### config.mk
export PLATFORM = sky130hd
export DESIGN_NAME = rcounter_display_scan_flat
export DESIGN_NICKNAME = d
export VERILOG_FILES = /design/src/rtl/rcounter_display_scan_if.sv /design/src/rtl/rcounter_display_scan.sv /design/src/flat_wrapper.sv
export SDC_FILE = /design/constraint.sdc
export NUM_CORES = 1
export LEC_CHECK = 0
export CORE_MARGIN = 5
export CORE_UTILIZATION = 45
export DETAILED_ROUTE_END_ITERATION = 7
export PLACE_DENSITY = 0.75
export SLEW_MARGIN = 20
export SYNTH_ARGS = -nofsm -noshare
export SYNTH_HDL_FRONTEND = slang
export SYNTH_SLANG_ARGS = --single-unit
### constraint.sdc
create_clock -name clk_core -period 6.5 [get_ports clk_core]
set_input_delay 1.3 -clock clk_core [delete_from_list [all_inputs] [get_ports clk_core]]
set_output_delay 1.3 -clock clk_core [all_outputs]
set_load 0.02 [all_outputs]
### src/rtl/rcounter_display_scan_if.sv
// Commander-to-display bundle: time/edit state toward the scanner, pin drives back out.
interface rcounter_display_scan_if;
    logic [7:0] min_i;
    logic [7:0] sec_i;
    logic [7:0] ms_10_i;
    logic [1:0] target_i;
    logic       time_out_i;
    logic [5:0] an_o;
    logic [7:0] seg_o;

    modport master (
        output min_i, sec_i, ms_10_i, target_i, time_out_i,
        input  an_o, seg_o
    );

    modport slave (
        input  min_i, sec_i, ms_10_i, target_i, time_out_i,
        output an_o, seg_o
    );
endinterface

### src/rtl/rcounter_display_scan.sv
// 6-digit multiplexed 7-segment scanner for MM.SS.CC with field/time-out blinking.
// Inputs are snapshotted once per frame so a frame never mixes old and new time.
module rcounter_display_scan #(
    parameter int SCAN_DIV  = 100000,
    parameter int BLINK_DIV = 25000000
) (
    input  logic                  clk_core,
    input  logic                  rst,
    rcounter_display_scan_if.slave bus
);
    localparam int SW = (SCAN_DIV  > 1) ? $clog2(SCAN_DIV)  : 1;
    localparam int BW = (BLINK_DIV > 1) ? $clog2(BLINK_DIV) : 1;

    logic [SW-1:0] scan_cnt_q,  scan_cnt_d;
    logic [2:0]    digit_idx_q, digit_idx_d;
    logic [BW-1:0] blink_cnt_q, blink_cnt_d;
    logic          blink_ph_q,  blink_ph_d;
    logic [7:0]    snap_min_q,  snap_sec_q, snap_ms_q;
    logic [1:0]    snap_tgt_q;
    logic          snap_to_q;
    logic [5:0]    an_q,  an_d;
    logic [7:0]    seg_q, seg_d;

    logic          scan_tc;
    logic          frame_wrap;
    logic          blink_tc;
    logic [3:0]    nib;
    logic          field_hit;
    logic          blank;

    function automatic logic [7:0] decode7(input logic [3:0] v);
        logic [7:0] s;
        case (v)
            4'd0:    s = 8'hC0;
            4'd1:    s = 8'hF9;
            4'd2:    s = 8'hA4;
            4'd3:    s = 8'hB0;
            4'd4:    s = 8'h99;
            4'd5:    s = 8'h92;
            4'd6:    s = 8'h82;
            4'd7:    s = 8'hF8;
            4'd8:    s = 8'h80;
            4'd9:    s = 8'h90;
            default: s = 8'hBF;
        endcase
        return s;
    endfunction

    always_comb begin
        scan_tc     = (scan_cnt_q == SW'(SCAN_DIV - 1));
        frame_wrap  = scan_tc && (digit_idx_q == 3'd5);
        blink_tc    = (blink_cnt_q == BW'(BLINK_DIV - 1));

        scan_cnt_d  = scan_tc ? '0 : scan_cnt_q + SW'(1);
        digit_idx_d = digit_idx_q;
        if (scan_tc) digit_idx_d = (digit_idx_q == 3'd5) ? 3'd0 : digit_idx_q + 3'd1;
        blink_cnt_d = blink_tc ? '0 : blink_cnt_q + BW'(1);
        blink_ph_d  = blink_tc ? ~blink_ph_q : blink_ph_q;

        case (digit_idx_q)
            3'd0:    nib = snap_ms_q[3:0];
            3'd1:    nib = snap_ms_q[7:4];
            3'd2:    nib = snap_sec_q[3:0];
            3'd3:    nib = snap_sec_q[7:4];
            3'd4:    nib = snap_min_q[3:0];
            default: nib = snap_min_q[7:4];
        endcase

        // digit pairs {0,1},{2,3},{4,5} map to target codes 01,10,11
        field_hit = (snap_tgt_q != 2'b00) && (snap_tgt_q == digit_idx_q[2:1] + 2'd1);
        blank     = blink_ph_q && (snap_to_q || field_hit);

        an_d  = ~(6'b000001 << digit_idx_q);
        seg_d = decode7(nib);
        if (digit_idx_q == 3'd2 || digit_idx_q == 3'd4) seg_d[7] = 1'b0;
        if (blank) seg_d = 8'hFF;
    end

    always_ff @(posedge clk_core or posedge rst) begin
        if (rst) begin
            scan_cnt_q  <= '0;
            digit_idx_q <= '0;
            blink_cnt_q <= '0;
            blink_ph_q  <= 1'b0;
            snap_min_q  <= '0;
            snap_sec_q  <= '0;
            snap_ms_q   <= '0;
            snap_tgt_q  <= '0;
            snap_to_q   <= 1'b0;
            an_q        <= 6'h3F;
            seg_q       <= 8'hFF;
        end else begin
            scan_cnt_q  <= scan_cnt_d;
            digit_idx_q <= digit_idx_d;
            blink_cnt_q <= blink_cnt_d;
            blink_ph_q  <= blink_ph_d;
            if (frame_wrap) begin
                snap_min_q <= bus.min_i;
                snap_sec_q <= bus.sec_i;
                snap_ms_q  <= bus.ms_10_i;
                snap_tgt_q <= bus.target_i;
                snap_to_q  <= bus.time_out_i;
            end
            an_q  <= an_d;
            seg_q <= seg_d;
        end
    end

    assign bus.an_o  = an_q;
    assign bus.seg_o = seg_q;
endmodule
### src/flat_wrapper.sv
// flat-port wrapper written by rule: the top's interface ports become plain ports
module rcounter_display_scan_flat 
#(
    parameter int SCAN_DIV  = 100000,
    parameter int BLINK_DIV = 25000000
)
  (clk_core, rst, bus_min_i, bus_sec_i, bus_ms_10_i, bus_target_i, bus_time_out_i, bus_an_o, bus_seg_o);
  rcounter_display_scan_if bus_i ();
  input  logic clk_core;
  input  logic rst;
  input wire logic [$bits(bus_i.min_i)-1:0] bus_min_i;
  input wire logic [$bits(bus_i.sec_i)-1:0] bus_sec_i;
  input wire logic [$bits(bus_i.ms_10_i)-1:0] bus_ms_10_i;
  input wire logic [$bits(bus_i.target_i)-1:0] bus_target_i;
  input wire logic [$bits(bus_i.time_out_i)-1:0] bus_time_out_i;
  output wire logic [$bits(bus_i.an_o)-1:0] bus_an_o;
  output wire logic [$bits(bus_i.seg_o)-1:0] bus_seg_o;
  assign bus_i.min_i = bus_min_i;
  assign bus_i.sec_i = bus_sec_i;
  assign bus_i.ms_10_i = bus_ms_10_i;
  assign bus_i.target_i = bus_target_i;
  assign bus_i.time_out_i = bus_time_out_i;
  assign bus_an_o = bus_i.an_o;
  assign bus_seg_o = bus_i.seg_o;
  rcounter_display_scan #(.SCAN_DIV(SCAN_DIV), .BLINK_DIV(BLINK_DIV)) u_core (.clk_core(clk_core), .rst(rst), .bus(bus_i));
endmodule
-- Word-level counts from Yosys, hierarchy flattened
Memories as Yosys holds them, arrays and structs flattened.
Index checks and enable logic that the tools add are counted.
- bits in registers: 87
- bits in read-only memories: 112
- input port bits: 29
- output and inout port bits: 14
- logic and storage cells: 40
- memories kept: 1
- add/sub/neg operators: 4
- equal/unequal tests: 8
- shifts and indexed selects: 1
- muxes and demuxes: 6
- bitwise operators: 2
- reduce and logical (&&, ||, !) cells: 7
- memory list (name ; words ; bits a word ; rd ports ; clocked after memory_dff ; write ports ; RTL line ; source):
    (no name shown) ; 16 ; 7 ; 1 ; 0 ; 0 ; rcounter_display_scan.sv:33 ; case (v)
- operators by type and width (operator ; number):
    $add A25 B1 Y25 const B ; 1
    $eq A25 B25 Y1 const B ; 1
    $mux W25 ; 1
    $pmux W4 S5 ; 1
    $add A17 B1 Y17 const B ; 1
    $eq A17 B17 Y1 const B ; 1
    $mux W17 ; 1
    $mux W8 ; 1
    $eq A3 B2 Y1 const B ; 2
    $eq A3 B3 Y1 const B ; 2
    $not A6 Y6 ; 1
    $shl A1 B3 Y6 const A ; 1
    $add A3 B1 Y3 const B ; 1
    $eq A3 B1 Y1 const B ; 1
    $logic_and A1 B1 Y1 ; 3
    $logic_not A3 Y1 ; 1
    $mux W3 ; 1
    $add A2 B1 Y2 const B ; 1
    $eq A2 B2 Y1 ; 1
    $logic_or A1 B1 Y1 ; 2
    $reduce_bool A2 Y1 ; 1
    $mux W1 ; 1
    $not A1 Y1 ; 1

-- Longest topological paths before layout
Gate-level depths: netlist of the first run.
- word-level depth: 6
- mapped depth: 12
- depth with buffers taken out: 9

-- Worst setup path after synthesis of the first run
Ideal clock, no wire load.
- path type: register -> register
- start point: reg u_core.digit_idx_q[1]
- end point: reg u_core.seg_q[0] (netlist: u_core.bus.seg_o[0])
- library setup time: 64 ps
- arrival: 2228 ps
- data required time: 6436 ps
- path slack: 4208 ps
- stages on the path, launching flop included: 11
- buffers on the path: 3
- clock period less this slack: 2292 ps
- path through: dfrtp_1 > buf_2 > clkbuf_1 > and2_1 > ha_1 > a21o_1 > buf_6 > nand2_1 > o22a_2 > or4b_1 > nand3_1
- word-level cells in the longest chain between the ends: 6
- elaborated cells on any way between the ends: 13
- classes of those cells: 1 x add/sub; 5 x eq/ne; 2 x mux; 4 x reduce/logical; 1 x memory
- RTL lines (element ; RTL line ; source):
    start: declaration ; rcounter_display_scan.sv:15 ; logic [2:0] digit_idx_q, digit_idx_d;
    start signal: assignment ; rcounter_display_scan.sv:94 ; digit_idx_q <= digit_idx_d;
    branches (longest 5 deep; another with $mem_v2 Z16 W7) ; -- ;
    $mux W8 * ; rcounter_display_scan.sv:76 ; if (blank) seg_d = 8'hFF;
    net u_core.seg_d[0] ; rcounter_display_scan.sv:22 ; logic [7:0] seg_q, seg_d;
    end signal: assignment ; rcounter_display_scan.sv:105 ; seg_q <= seg_d;
    end: declaration ; rcounter_display_scan.sv:22 ;
Mark *: on every way through the listed nets, which the timed path passes.
A chain may end at the register's enable or synchronous reset.

-- Worst setup path in the final report of the first run
- start point: reg u_core.an_q[5] (netlist: u_core.bus.an_o[5])
- end point: out bus_an_o[5]
- RTL lines (element ; RTL line ; source):
    start: declaration ; rcounter_display_scan.sv:21 ; logic [5:0] an_q, an_d;
    start signal: assignment ; rcounter_display_scan.sv:104 ; an_q <= an_d;
    end: declaration ; flat_wrapper.sv:16 ; output wire logic [$bits(bus_i.an_o)-1:0] bus_an_o;
No word-level cell between the ends.

==> reports/results.txt, run 1 <==
mapped cell area -> 4050 um2
Worst Path Buf+Inv -> 1
Ys Warns -> 0
Detail Route Antenna Nets -> 0
CP required -> 5.20 ns
most common cell after layout, fill and taps aside -> dfrtp_1
endpoint class of the critical path -> output port
VDD IR max -> 0.000123 V
Final TNS setup -> 0 ns
die width -> 105 um
post-synthesis async set-or-reset flop share -> 100%
final setup violation count -> 0
largest net degree at the start of global routing -> 88
GP Congestion -> 0.781
Vert. Die Dim -> 105 um
r2r worst-path depth -> 7
Starting Density -> 46.4%
first-pass GRT wire length -> 12,600 um
H-tree Lvls -> 3
Post-synth top flop -> dfrtp_1
Yosys top cell by area -> dfrtp_1
core area -> 8720 um2
cts hold-fix bufs -> 0
pins over their slew limit -> 0
r2r endpoint -> u_core.bus.seg_o[5]$_DFF_PP1_
cts repair resizes -> 0
Port Buf Inserts -> 42
sequential area share after synthesis -> 54.3%
Post-synth EDFFs -> 0
Vias/cell -> 5.26
cells after synthesis -> 348
Max Clk Rate -> 359 MHz
total track usage -> 14.0%
DRC viols -> 0
I/O pins -> 43
P_leak -> 2.12 nW
synthesized flop and latch total -> 87
hold path startpoint -> u_core.blink_ph_q$_DFFE_PP0N_
fin crit share -> 42.9%
final hold viol count -> 0
n_diodes -> 0
Synth area leaders -> dfrtp_1, dfstp_2, mux2_2
CTS tree -> yes
total grt overflow -> 0
clk_lat worst skew -> 0.35 ns
Critical-path top delay cell -> clkdlybuf4s50_1
Worst Hold End -> u_core.blink_ph_q$_DFFE_PP0N_
Avg Cell Area, Syn -> 11.6 um2
RSZ-0062 raised after global routing -> false
die area -> 11,000 um2
initial antenna violation count -> 0
DR WL/cell -> 14.6 um
CP Cell Sequence -> clkdlybuf4s50_1
Area Growth Syn to Fin -> 17.7%
worst reg2reg path startpoint -> u_core.digit_idx_q[1]$_DFFE_PP0N_
Setup crit start kind -> register
clk_skew -> 0.0107 ns
post-CTS setup buffer count -> 0
Max Root-Sink Buffers -> 2
Slew @ Worst Pin -> 0.857 ns
routed wire length -> 7350 um
min cycle time layout -> 2.79 ns
share of post-route cells with drive strength above 1 -> 18.2%
Cell Area, Placed -> 4530 um2
number of cell rows -> 34
Hold Path Class -> reg -> reg
total number of vias -> 2,650
vias in the first global route -> 2,659
Reg2Reg Setup Slack -> 3.92 ns
initial drt markers -> 76
nets -> 426
first drt pass iteration count -> 4
max-cap violation count -> 0
hpwl dp -> 5100 um
post-route cell area -> 4760 um2
power density over cell area -> 206 nW/um2
delay-heaviest family, CP -> buffers and inverters
post-synth top area share -> 45.2%
CTS Buf Count -> 9
crit-path max FO -> 1
hold path cells -> 1
critical path class -> reg -> out
crit path DAT -> 1.49 ns
commonest cells after routing, fill and taps aside -> dfrtp_1, clkdlybuf4s50_1, nor2_1, mux2_2, nand2_1
crit-path max cell delay -> 0.60 ns
headroom to the max-slew limit -> 42.4%
root buf cell -> clkbuf_8
outcome -> complete, no violations
Net Count, Synth -> 383
library cells used by synthesis -> 52
# clock sinks -> 87
clk slew on worst S/H paths -> 0.08 ns
## synthesized netlist by cell type (8+ instances only)
master,count
a211oi_1,8
and3_1,10
dfrtp_1,73
dfstp_2,14
inv_1,10
mux2_2,27
nand2_1,21
nand3_1,20
nor2_1,27
o21ai_0,12
xnor2_1,17
xor2_1,20
## logic make-up after synthesis
kind of cell	share of synthesized area (%)
and+or+nand+nor	17.7
DFF	54.3
AOI/OAI and AO/OA	6.53
xor gates and xnor gates	8.01
muxes	8.54
buffers and inverters	3.09
adders and majority gates	1.86
## cell type report
type	count	area (um2)
clock buffers	11	141
clock inverters	5	81.3
fillers	723	3960
inverters	10	38.8
multi-input cells	239	1730
flip-flops and latches	87	2190
well taps	108	135
repair buffers	44	439
## per-stage QoR
stage | cells | total power, mW | util, % | setup WS, ns | hold slack (ns)
after floorplan | 348 | 0.560 | - | 2.97 | 0.442
after global placement | 488 | 0.580 | 52.0 | 3.79 | 0.458
after detailed placement | 488 | 0.580 | 52.0 | 3.77 | 0.462
after CTS | 504 | 0.997 | 54.5 | 3.69 | 0.477
after global routing | 504 | 1.02 | 54.6 | 3.66 | 0.501
final | 504 | 0.983 | 54.6 | 3.71 | 0.482
## how the worst max path moves through the flow
stage	startpoint	slack, ns	cells after the start	end
finish	u_core.bus.an_o[5]$_DFF_PP1_	3.71	1	bus_an_o[5]
global route	u_core.bus.an_o[1]$_DFF_PP1_	3.66	1	bus_an_o[1]
CTS	u_core.bus.an_o[3]$_DFF_PP1_	3.69	1	bus_an_o[3]
detailed placement	rst	3.77	3	u_core.snap_min_q[4]$_DFFE_PP0P_
global placement	rst	3.79	3	u_core.snap_ms_q[4]$_DFFE_PP0P_
floorplan	rst	2.97	1	u_core.blink_cnt_q[0]$_DFF_PP0_
## power by group
group	total, mW	leakage [nW]	internal [mW]	switching (mW)
Clock	0.414	0.110	0.228	0.186
Sequential	0.541	1.14	0.541	0
Combinational	0.0278	0.876	0.0153	0.0125
## metal layers
metal / track usage [%] / share of wire, % / vias up
met5: 0 / 0 / -
li1: - / - / 1306
met2: 22.3 / 47 / 55
met1: 18.0 / 46 / 1281
met3: 4.25 / 5.0 / 8
met4: 4.93 / 1.1 / 0
## registers in the layout (all words and copies together) (netlist names), 2 cells and up
| signal | cells |
|---|---|
| u_core.bus.seg_o | 8 |
| u_core.snap_ms_q | 8 |
| u_core.blink_cnt_q | 25 |
| u_core.digit_idx_q | 3 |
| u_core.bus.an_o | 6 |
| u_core.snap_sec_q | 8 |
| u_core.scan_cnt_q | 17 |
| u_core.snap_tgt_q | 2 |
| u_core.snap_min_q | 8 |
No activity file was read; power rests on OpenSTA's default activity.
==> run 2, diff against run 1 <==
--- a/config.mk
+++ b/config.mk
@@ -8,7 +8,7 @@
 export CORE_MARGIN = 5
 export CORE_UTILIZATION = 45
 export DETAILED_ROUTE_END_ITERATION = 7
-export PLACE_DENSITY = 0.75
+export PLACE_DENSITY = 0.77
 export SLEW_MARGIN = 20
 export SYNTH_ARGS = -nofsm -noshare
 export SYNTH_HDL_FRONTEND = slang
==> constraint.sdc (replaced) <==
create_clock -name clk_core -period 2.5 [get_ports clk_core]
set_input_delay 0.5 -clock clk_core [delete_from_list [all_inputs] [get_ports clk_core]]
set_output_delay 0.5 -clock clk_core [all_outputs]
set_load 0.02 [all_outputs]
==> reports/results.txt, run 2 (synthesis results as in run 1) <==
Placed Cells -> 495 (+1.4%)
GP Congestion -> 0.786 (+0.64%)
DR WL/cell -> 15.3 um (+4.9%)
Final Util -> 55.8% (+1.2 points)
P_leak -> 2.17 nW (+2.4%)
core area -> 8720 um2 (unchanged)
vias in the first global route -> 2,824 (+6.2%)
Largest Register -> u_core.blink_cnt_q
n_diodes -> 0 (unchanged)
clk_lat worst skew -> 0.36 ns (about the same)
FILL cells -> 705 (-2.5%)
initial drt markers -> 125 (+64%)
hpwl dp -> 5650 um (+11%)
pins over their slew limit -> 0 (unchanged)
first drt pass iteration count -> 4 (unchanged)
max reg flops -> 25 (unchanged)
Slew @ Worst Pin -> 0.624 ns (-0.233 ns)
final hold viol count -> 0 (unchanged)
share of post-route cells with drive strength above 1 -> 20.3% (+2.2 points)
total grt overflow -> 0 (unchanged)
routed wire length -> 7820 um (+6.4%)
min cycle time layout -> 2.29 ns
Cell Count, Final, Fillers Out -> 511 (+1.4%)
r2r worst-path depth -> 8 (+1)
die width -> 105 um (unchanged)
Vias/cell -> 5.41 (+2.9%)
root buf cell -> clkbuf_8
clk_skew -> 0.0113 ns (+0.000503 ns)
hold path cells -> 1 (unchanged)
H-tree Lvls -> 3 (unchanged)
power density over cell area -> 547 nW/um2 (+170%)
endpoint class of the critical path -> register
Area Growth Syn to Fin -> 20.3%
initial antenna violation count -> 0 (unchanged)
crit-path max FO -> 9 (+8)
crit path DAT -> 2.52 ns (+1.03 ns)
die area -> 11,000 um2 (unchanged)
Vert. Die Dim -> 105 um (unchanged)
VDD IR max -> 0.000261 V (+110%)
nets -> 433 (+1.6%)
Largest regs -> u_core.blink_cnt_q (25), u_core.scan_cnt_q (17)
Critical Path Source -> u_core.digit_idx_q[1]$_DFFE_PP0N_
FF/Latch Area -> 2190 um2 (unchanged)
critical path class -> reg -> reg
footprint of the multi-input gates -> 1740 um2 (+0.43%)
# clock sinks -> 87 (unchanged)
worst reg2reg path startpoint -> u_core.digit_idx_q[1]$_DFFE_PP0N_
Port Buf Inserts -> 42 (unchanged)
Detail Route Antenna Nets -> 0 (unchanged)
Hold Path Class -> reg -> reg
hold path startpoint -> u_core.blink_ph_q$_DFFE_PP0N_
final setup violation count -> 0 (unchanged)
Final TNS setup -> 0 ns (unchanged)
Max Clk Rate -> 437 MHz
CP required -> 2.74 ns (-2.46 ns)
first-pass GRT wire length -> 13,900 um (+10%)
DRC viols -> 0 (unchanged)
Setup crit start kind -> register
I/O pins -> 43 (unchanged)
headroom to the max-slew limit -> 58.0% (+16 points)
number of cell rows -> 34 (unchanged)
Max Root-Sink Buffers -> 2 (unchanged)
CTS Buf Count -> 9 (unchanged)
CTS tree -> yes
Starting Density -> 46.4% (unchanged)
post-CTS setup buffer count -> 0 (unchanged)
total number of vias -> 2,764 (+4.3%)
largest net degree at the start of global routing -> 47 (-47%)
RSZ-0062 raised after global routing -> false
most common cell after layout, fill and taps aside -> dfrtp_1
max-cap violation count -> 0 (unchanged)
total track usage -> 15.3% (+1.4 points)
clk slew on worst S/H paths -> 0.09 ns (about the same)
fin crit share -> 91.5%
commonest cells after routing, fill and taps aside -> dfrtp_1, clkdlybuf4s50_1, nor2_1, mux2_2, nand2_1
outcome -> complete, no violations
[run 2: final timing paths]
kind                                               endpoint  slack, ns
setup reg to reg              u_core.bus.seg_o[2]$_DFF_PP1_       0.21
hold / removal                u_core.blink_ph_q$_DFFE_PP0N_       0.48
max in group asynchronous      u_core.bus.an_o[5]$_DFF_PP1_       1.29
setup / recovery              u_core.bus.seg_o[2]$_DFF_PP1_       0.21
min in group asynchronous  u_core.blink_cnt_q[14]$_DFF_PP0_       0.54
hold reg to reg               u_core.blink_ph_q$_DFFE_PP0N_       0.48
[run 2: metrics by stage]
stage | hold slack [ns] | power [mW] | area, um2 | setup slack (ns)
3_3_place_gp | 0.457 | 1.51 | 4610 | 0.273
4_1_cts | 0.483 | 2.69 | 4860 | 0.140
6_report | 0.483 | 2.66 | 4870 | 0.212
2_1_floorplan | 0.442 | 1.46 | 4050 | 0.208
5_1_grt | 0.494 | 2.76 | 4870 | 0.0723
3_5_place_dp | 0.468 | 1.51 | 4610 | 0.217
[run 2: cell type report]
cell class | count | area share, %
sequential | 87 | 45.1
clock inverter | 7 | 2.47
timing repair buffer | 51 | 10.5
multi-input combinational | 239 | 35.7
clock buffer | 9 | 2.55
inverter | 10 | 0.849
tap | 108 | 2.78
[run 2: critical path: stages (launching register included)]
cell,delay (ns)
dfrtp_1,0.47
and2_1,0.17
ha_1,0.25
a21o_2,0.28
o22a_2,0.29
inv_1,0.10
ha_1,0.16
inv_1,0.05
o311ai_0,0.39
[run 2: power breakdown]
| part | switching, mW | internal [mW] | total (mW) |
|---|---|---|---|
| Combinational | 0.0347 | 0.0428 | 0.0775 |
| Sequential | 0 | 1.41 | 1.41 |
| Clock | 0.511 | 0.667 | 1.18 |
[run 2: repair_timing]
item,in CTS,in global routing
resized for setup,0,2
endpoints found under the setup margin,0,7
hold buffers,0,0
[run 2: routing by layer]
metal | vias up | share of wire, % | global-route usage [%]
li1 | 1316 | - | -
met5 | - | 0 | 0
met1 | 1374 | 43 | 19.7
met4 | 0 | 1.3 | 4.66
met2 | 66 | 51 | 25.0
met3 | 8 | 4.5 | 4.69
